File: config.mk
export PLATFORM = sky130hd
export DESIGN_NAME = kgp_control_fsm
export DESIGN_NICKNAME = d
export VERILOG_FILES = /design/src/rtl/kgp_control_fsm.sv
export SDC_FILE = /design/constraint.sdc
export NUM_CORES = 1
export LEC_CHECK = 0
export BUFFER_PORTS_ARGS = -buffer_cell sky130_fd_sc_hd__clkbuf_2
export CORE_UTILIZATION = 42
export DETAILED_ROUTE_END_ITERATION = 6
export PLACE_DENSITY = 0.86
export SYNTH_ARGS = -nofsm -noshare
export SYNTH_HDL_FRONTEND = slang
export SYNTH_SLANG_ARGS = --single-unit
File: constraint.sdc
create_clock -name clk -period 1.5 [get_ports clk]
set_input_delay 0.075 -clock clk [delete_from_list [all_inputs] [get_ports clk]]
set_output_delay 0.075 -clock clk [all_outputs]
set_load 0.02 [all_outputs]
File: src/rtl/kgp_control_fsm.sv
// kgp_control_fsm: multi-cycle KGP-RISC control unit; perf counters cycle_cnt/retire_cnt added when KGP_CTRL_PERF_EN is defined
module kgp_control_fsm #(
  parameter int OPC_W = 6,
`ifdef KGP_CTRL_PERF_EN
  parameter int CNT_W = 32,
`endif
  parameter int FUNC_W = 5
) (
  input  logic              clk,
  input  logic              rst_n,
  input  logic              instr_valid,
  output logic              instr_ready,
  input  logic [OPC_W-1:0]  opcode,
  input  logic [FUNC_W-1:0] funccode,
  input  logic              mem_ack,
  input  logic              carry_flag,
  input  logic              rs_zero,
  input  logic              rs_neg,
  output logic              ir_write,
  output logic [2:0]        alu_op,
  output logic [1:0]        alu_src,
  output logic              alu_frc,
  output logic              alu_dir,
  output logic              alu_arith,
  output logic              flags_we,
  output logic              mem_read,
  output logic              mem_write,
  output logic              mem_to_reg,
  output logic              br_link,
  output logic              reg_write,
  output logic              pc_write,
  output logic [1:0]        pc_src,
`ifdef KGP_CTRL_PERF_EN
  output logic [CNT_W-1:0]  cycle_cnt,
  output logic [CNT_W-1:0]  retire_cnt,
`endif
  output logic              trap
);
  typedef enum logic [2:0] {S_FETCH, S_DECODE, S_EXEC, S_MEM, S_WB, S_TRAP} state_t;
  state_t r_state, w_next;
  logic [OPC_W-1:0] r_opc;
  logic [FUNC_W-1:0] r_func;
  logic w_is_rr, w_is_ri, w_is_lg, w_is_sh, w_is_lw, w_is_sw, w_is_br, w_is_bl;
  logic w_legal, w_taken, w_sh_imm, w_sh_right, w_sh_arith;
  assign w_is_rr = r_opc == OPC_W'(0);
  assign w_is_ri = r_opc == OPC_W'(1);
  assign w_is_lg = r_opc == OPC_W'(2);
  assign w_is_sh = r_opc == OPC_W'(3);
  assign w_is_lw = r_opc == OPC_W'(4);
  assign w_is_sw = r_opc == OPC_W'(5);
  assign w_is_br = r_opc == OPC_W'(6);
  assign w_is_bl = w_is_br && r_func == FUNC_W'(5);
  assign w_legal = ((w_is_rr || w_is_ri || w_is_lg) && (r_func <= FUNC_W'(1)))
                || (w_is_sh && (r_func <= FUNC_W'(5)))
                || w_is_lw || w_is_sw
                || (w_is_br && (r_func <= FUNC_W'(7)));
  assign w_taken = (r_func == FUNC_W'(2)) ? rs_neg :
                   (r_func == FUNC_W'(3)) ? rs_zero :
                   (r_func == FUNC_W'(4)) ? !rs_zero :
                   (r_func == FUNC_W'(6)) ? carry_flag :
                   (r_func == FUNC_W'(7)) ? !carry_flag : 1'b1;
  assign w_sh_imm = r_func == FUNC_W'(0) || r_func == FUNC_W'(1) || r_func == FUNC_W'(4);
  assign w_sh_right = r_func == FUNC_W'(1) || r_func == FUNC_W'(3) || w_sh_arith;
  assign w_sh_arith = r_func == FUNC_W'(4) || r_func == FUNC_W'(5);
  // State register and instruction latch
  always_ff @(posedge clk)
    if (!rst_n) begin
      r_state <= S_FETCH;
      r_opc <= '0;
      r_func <= '0;
    end else begin
      r_state <= w_next;
      if (ir_write) begin
        r_opc <= opcode;
        r_func <= funccode;
      end
    end
  // Next state and control outputs; everything forced low while reset is asserted
  always_comb begin
    w_next = r_state;
    instr_ready = 1'b0;
    ir_write = 1'b0;
    alu_op = 3'd0;
    alu_src = 2'd0;
    alu_frc = 1'b0;
    alu_dir = 1'b0;
    alu_arith = 1'b0;
    flags_we = 1'b0;
    mem_read = 1'b0;
    mem_write = 1'b0;
    mem_to_reg = 1'b0;
    br_link = 1'b0;
    reg_write = 1'b0;
    pc_write = 1'b0;
    pc_src = 2'd0;
    trap = 1'b0;
    if (rst_n)
      case (r_state)
        S_FETCH: begin
          instr_ready = 1'b1;
          ir_write = instr_valid;
          w_next = instr_valid ? S_DECODE : S_FETCH;
        end
        S_DECODE: w_next = w_legal ? S_EXEC : S_TRAP;
        S_EXEC: begin
          alu_op = w_is_sh ? 3'd4 : w_is_lg ? (r_func[0] ? 3'd3 : 3'd2) :
                   (w_is_rr || w_is_ri) ? {2'b00, r_func[0]} : 3'd0;
          alu_frc = w_is_ri || w_is_lw || w_is_sw;
          alu_src = alu_frc ? 2'd1 : (w_is_sh && w_sh_imm) ? 2'd2 : 2'd0;
          alu_dir = w_is_sh && w_sh_right;
          alu_arith = w_is_sh && w_sh_arith;
          flags_we = w_is_rr || w_is_ri;
          pc_write = w_is_br;
          pc_src = (w_is_br && w_taken) ? ((r_func == FUNC_W'(1)) ? 2'd2 : 2'd1) : 2'd0;
          br_link = w_is_bl;
          reg_write = w_is_bl;
          w_next = w_is_br ? S_FETCH : (w_is_lw || w_is_sw) ? S_MEM : S_WB;
        end
        S_MEM: begin
          mem_read = w_is_lw;
          mem_write = w_is_sw;
          pc_write = w_is_sw && mem_ack;
          w_next = mem_ack ? (w_is_lw ? S_WB : S_FETCH) : S_MEM;
        end
        S_WB: begin
          reg_write = 1'b1;
          pc_write = 1'b1;
          mem_to_reg = w_is_lw;
          w_next = S_FETCH;
        end
        S_TRAP: trap = 1'b1;
        default: w_next = S_FETCH;
      endcase
  end
`ifdef KGP_CTRL_PERF_EN
  // Cycle counter freezes in TRAP; retire counter follows pc_write pulses
  always_ff @(posedge clk)
    if (!rst_n) begin
      cycle_cnt <= '0;
      retire_cnt <= '0;
    end else begin
      if (r_state != S_TRAP) cycle_cnt <= cycle_cnt + CNT_W'(1);
      if (pc_write) retire_cnt <= retire_cnt + CNT_W'(1);
    end
`endif
endmodule

==> After elaboration in Yosys (flattened, before gate mapping) <==
Cells that the tools add are included.
{ "totals": {"input_bits": 18, "out_inout_bits": 20, "word_cells": 104, "register_bits": 14} }
{ "op_classes": {"muxes": 52, "reduce_logical": 28, "magnitude_cmp": 3, "n_eq_ne": 18} }
{ "op_table": {"columns": ["cell", "n"], "rows": [
  ["two-way mux 1 bit", 32],
  ["two-way mux 3 bit", 8],
  ["equality test 5 x 3 -> 1 bit, second input constant", 4],
  ["equality test 6 x 3 -> 1 bit, second input constant", 3],
  ["two-way mux 2 bit", 9],
  ["one-hot mux 3 bit (5 select lines)", 1],
  ["logical OR 1 bit", 14],
  ["equality test 6 x 2 -> 1 bit, second input constant", 2],
  ["equality test 5 x 2 -> 1 bit, second input constant", 2],
  ["<= comparator 5 x 3 -> 1 bit, second input constant", 2],
  ["logical AND 1 bit", 9],
  ["equality test 3 x 2 -> 1 bit, second input constant", 2],
  ["equality test 3 bit, second input constant", 2],
  ["equality test 6 x 1 -> 1 bit, second input constant", 1],
  ["logical NOT 6 bit", 1],
  ["equality test 5 x 1 -> 1 bit, second input constant", 1],
  ["<= comparator 5 x 1 -> 1 bit, second input constant", 1],
  ["logical NOT 5 bit", 1],
  ["equality test 3 x 1 -> 1 bit, second input constant", 1],
  ["logical NOT 3 bit", 1],
  ["one-hot mux 1 bit (3 select lines)", 1],
  ["logical NOT 1 bit", 2],
  ["one-hot mux 1 bit (2 select lines)", 1]
]} }

==> Logic depth before layout (Yosys ltp) <==
{ "depth": {"ltp_word": 10, "depth_mapped": 6, "mapped_depth_nobuf": 4} }

==> Worst setup path after synthesis <==
No wires, ideal clock.
{ "synth_path": {"kind": "flip-flop to output port", "from": "reg r_opc[3]", "to": "out alu_arith", "t_arrival_ns": 1.977, "setup_slack_ns": -0.552, "path_buffers": 2, "stages_incl_launch_ff": 6, "t_required_ns": 1.425, "cell_sequence": "dfxtp_1 > or3_1 > buf_6 > or3_1 > buf_6 > nor4_1"} }
{ "synth_via": {"elab_chain_len": 4} }
{ "synth_lines": {"columns": ["item", "line", "rtl"], "rows": [
  ["start, declared", "41", "logic [OPC_W-1:0] r_opc;"],
  ["start signal, assigned", "74", "r_opc <= opcode;"],
  ["equality test 6 x 2 -> 1 bit", "48", "assign w_is_sh = r_opc == OPC_W'(3);"],
  ["logical AND 1 bit", "111", "alu_arith = w_is_sh && w_sh_arith;"],
  ["two-way mux 1 bit", "98", "case (r_state)"],
  ["two-way mux 1 bit", "97", "if (rst_n)"],
  ["end, declared", "24", "output logic alu_arith,"]
]} }
Every way passes these cells.

==> Final worst setup path <==
{ "layout_path": {"from": "reg r_opc[5]", "to": "out alu_dir"} }
{ "layout_via": {"elab_chain_len": 4} }
{ "layout_lines": {"columns": ["item", "line", "rtl"], "rows": [
  ["equality test 6 x 2 -> 1 bit", "48", null],
  ["logical AND 1 bit", "110", "alu_dir = w_is_sh && w_sh_right;"],
  ["two-way mux 1 bit", "98", null],
  ["two-way mux 1 bit", "97", null],
  ["end, declared", "23", "output logic alu_dir,"]
]} }
Every way passes these cells.

==> impl_metrics.toml <==
[critical_path]
start_kind = "flip-flop"
cpMaxStageDelayCell = "or3_4"
r2r_start = "r_opc[2]"
regToRegSetupSlack_ps = -70
cp.required_ps = 1420
r2r_cells = 4
worstPathArrival_ps = 1920
worstPathMaxFanout = 5
reg2reg_to = "r_state[1]"
end_kind = "primary output"
crit_type = "reg2out"
slowest_delay_ps = 420
crit_path_frequent_cell = "or3_4"
path_cells = "or3_4 > or3_4 > nor2_4 > and3_4 > buf_8"

[synth]
synth_edf_count = 0
synth_flop_cell = "dfxtp_1"
synth-seq-cells = 14
synth_area_um2 = 940
synth_nets = 148
synth.distinct_cells = 38
avgSynthCellArea_um2 = 7.23
synth-seq-area-share = 0.298
yosysTopAreaCell = "dfxtp_1"
ys_warn_count = 0
synth.area.top_cells = "dfxtp_1, nand2_1, o21ai_0"
postSynthCellCount = 130
synth_top_area_frac = 0.298
async_reset_ff_frac = 0

[sta]
timing.hold.ws_ps = -11.9
timing.final.crit_period_ps = 2000
max_slew_margin = 0.750
tightest_slew_ps = 374
fmax_mhz = 501
tns_ps = -7390
setup-violations-final = 26
rsz0062_at_grt = "yes"
timing.final.crit_share = 1.33
fin_ws_ps = -497
finalClockSkew_ps = 7.26
slew_viol_final = 0
hold_violations = 1

[detailed_routing]
finalWirelength_um = 4980
drt-pass1-iter-count = 5
vias = 1529
wl_per_cell_um = 21.0
drc = 0
postRouteAntennaNets = 0
viasPerCell = 6.45
drtIter0Drc = 66

[finish]
nets = 229
final_common_cell = "buf_4"
n_fill_cell = 67
multi_input_area_um2 = 808
layout-drive-gt1-share = 0.581
area.growth.synth_to_final_pct = 104
fin_cells = 237
diodes = 0
final-seq-area_um2 = 289
final_cell_mix = "buf_4, nand2_1, clkbuf_2, buf_6, dlygate4sd3_1"

[placement]
dp.cells = 214
hpwl_um = 2280
place_congestion = 0.889
portBuffers = 37

[power_and_ir_drop]
power_density_nw_per_um2 = 1080
peakVddDrop_mv = 0.844
cellLeakagePower_nw = 0.787

[worst_hold_path]
hold_path_startpoint = "opcode[5]"
min_to = "r_opc[5]"
min_path_cells = 3
min_path_type = "in2reg"

[cts]
htreeDepth = 1
cts_root_buffer = "clkbuf_4"
cts_made_buffers = 3
clock_latency_ps = 290
clock_sinks = 14
clk_pin_slew_worst_paths_ps = 100
clockBufferDepth = 2
cts_tree = "yes"

[global_routing]
grt_max_degree = 12
grt_pass1_wl_um = 6420
grt_overflow = 0
grt_util_all_layers = 0.350
antenna_found_initial = 0
grt_pass1_vias = 1350

[die]
die_w_um = 49.3
start_util = 0.460
fp-row-count = 16
core_area_um2 = 2040
ios = 38
dieHeight_um = 49.3
dieArea_um2 = 2430

[run_status]
status = "complete, but fails checks"
violations = "negative hold slack, negative setup slack"

[flow_run]
maxCapViolations = 0
[cells in the mapped netlist (3+ instances only)]
master,number
o21ai_0,16
nor3_1,4
a21oi_1,3
nand2b_1,5
nor4_1,5
nor2_1,11
dfxtp_1,14
nand2_1,25
clkbuf_1,5
inv_1,4
or3_1,4
a31oi_1,3
[sequential cells by signal, summed over array words and instances, names as in the netlist]
signal and cells:
r_func 5, r_opc 6, r_state 3
[worst max path at each step]
stage	start	to	slack, ps	cells after the start
floorplan	r_opc[5]	alu_dir	-230	6
global placement	r_opc[5]	alu_arith	-250	4
detailed placement	r_opc[5]	pc_write	-330	6
CTS	r_opc[5]	alu_arith	-450	4
global route	r_opc[5]	alu_dir	-530	5
finish	r_opc[5]	alu_dir	-500	5
[kinds of logic (layout without fill, tap and decap cells)]
| kind of cell | Yosys count | count (layout) | share of synthesized area |
|---|---|---|---|
| mux | 1 | 1 | 0.0107 |
| flops | 14 | 14 | 0.298 |
| simple gates | 68 | 68 | 0.374 |
| buf+inv | 14 | 94 | 0.0786 |
| compound gates | 33 | 33 | 0.238 |
[where the power goes]
part	switching (mW)	internal, mW	total [mW]
clock	0.137	0.148	0.285
combinational	0.652	0.591	1.24
sequential	0.0852	0.453	0.539
[final cells by class]
class,count,share of cell area
inverters,4,0.00784
repair buffers,86,0.383
flip-flops and latches,14,0.151
multi-input cells,102,0.422
well taps,27,0.0176
clock buffers,4,0.0189
[metal layers]
layer  up-vias  routed length, µm  GRT usage
met4         0                424      0.206
met1       705               1710      0.403
li1        629                  -          -
met2       145               2420      0.619
met3        50                428     0.0343
met5         -                  0          0
[critical path, delay by kind of cell, from the launching register on]
kind | cells | cell delay (ps)
buffers and inverters | 1 | 100
AND/OR/NAND/NOR | 4 | 1190
flip-flops | 1 | 330
[per-stage QoR]
step / util / worst slack [ps] / hold WS, ps / power [mW] / cell area, µm²
floorplan: - / -231 / 183 / 0.998 / 1030
global placement: 0.689 / -250 / 269 / 1.28 / 1410
detailed placement: 0.689 / -330 / 273 / 1.32 / 1410
CTS: 0.865 / -452 / 1.64 / 1.81 / 1770
global route: 0.938 / -529 / 6.07 / 2.16 / 1920
finish: 0.938 / -497 / -11.9 / 2.07 / 1920
[timing repair]
| action | 4_1_cts | 5_1_grt |
|---|---|---|
| pin swaps | 5 | 17 |
| hold endpoints to repair | 9 | 0 |
| gates cloned | 1 | 1 |
| buffers inserted | 4 | 5 |
| hold buffers | 9 | 0 |
| endpoints found under the setup margin | 31 | 32 |
| gates resized for setup | 42 | 46 |
Note: power is estimated with default switching activity, not from simulation.
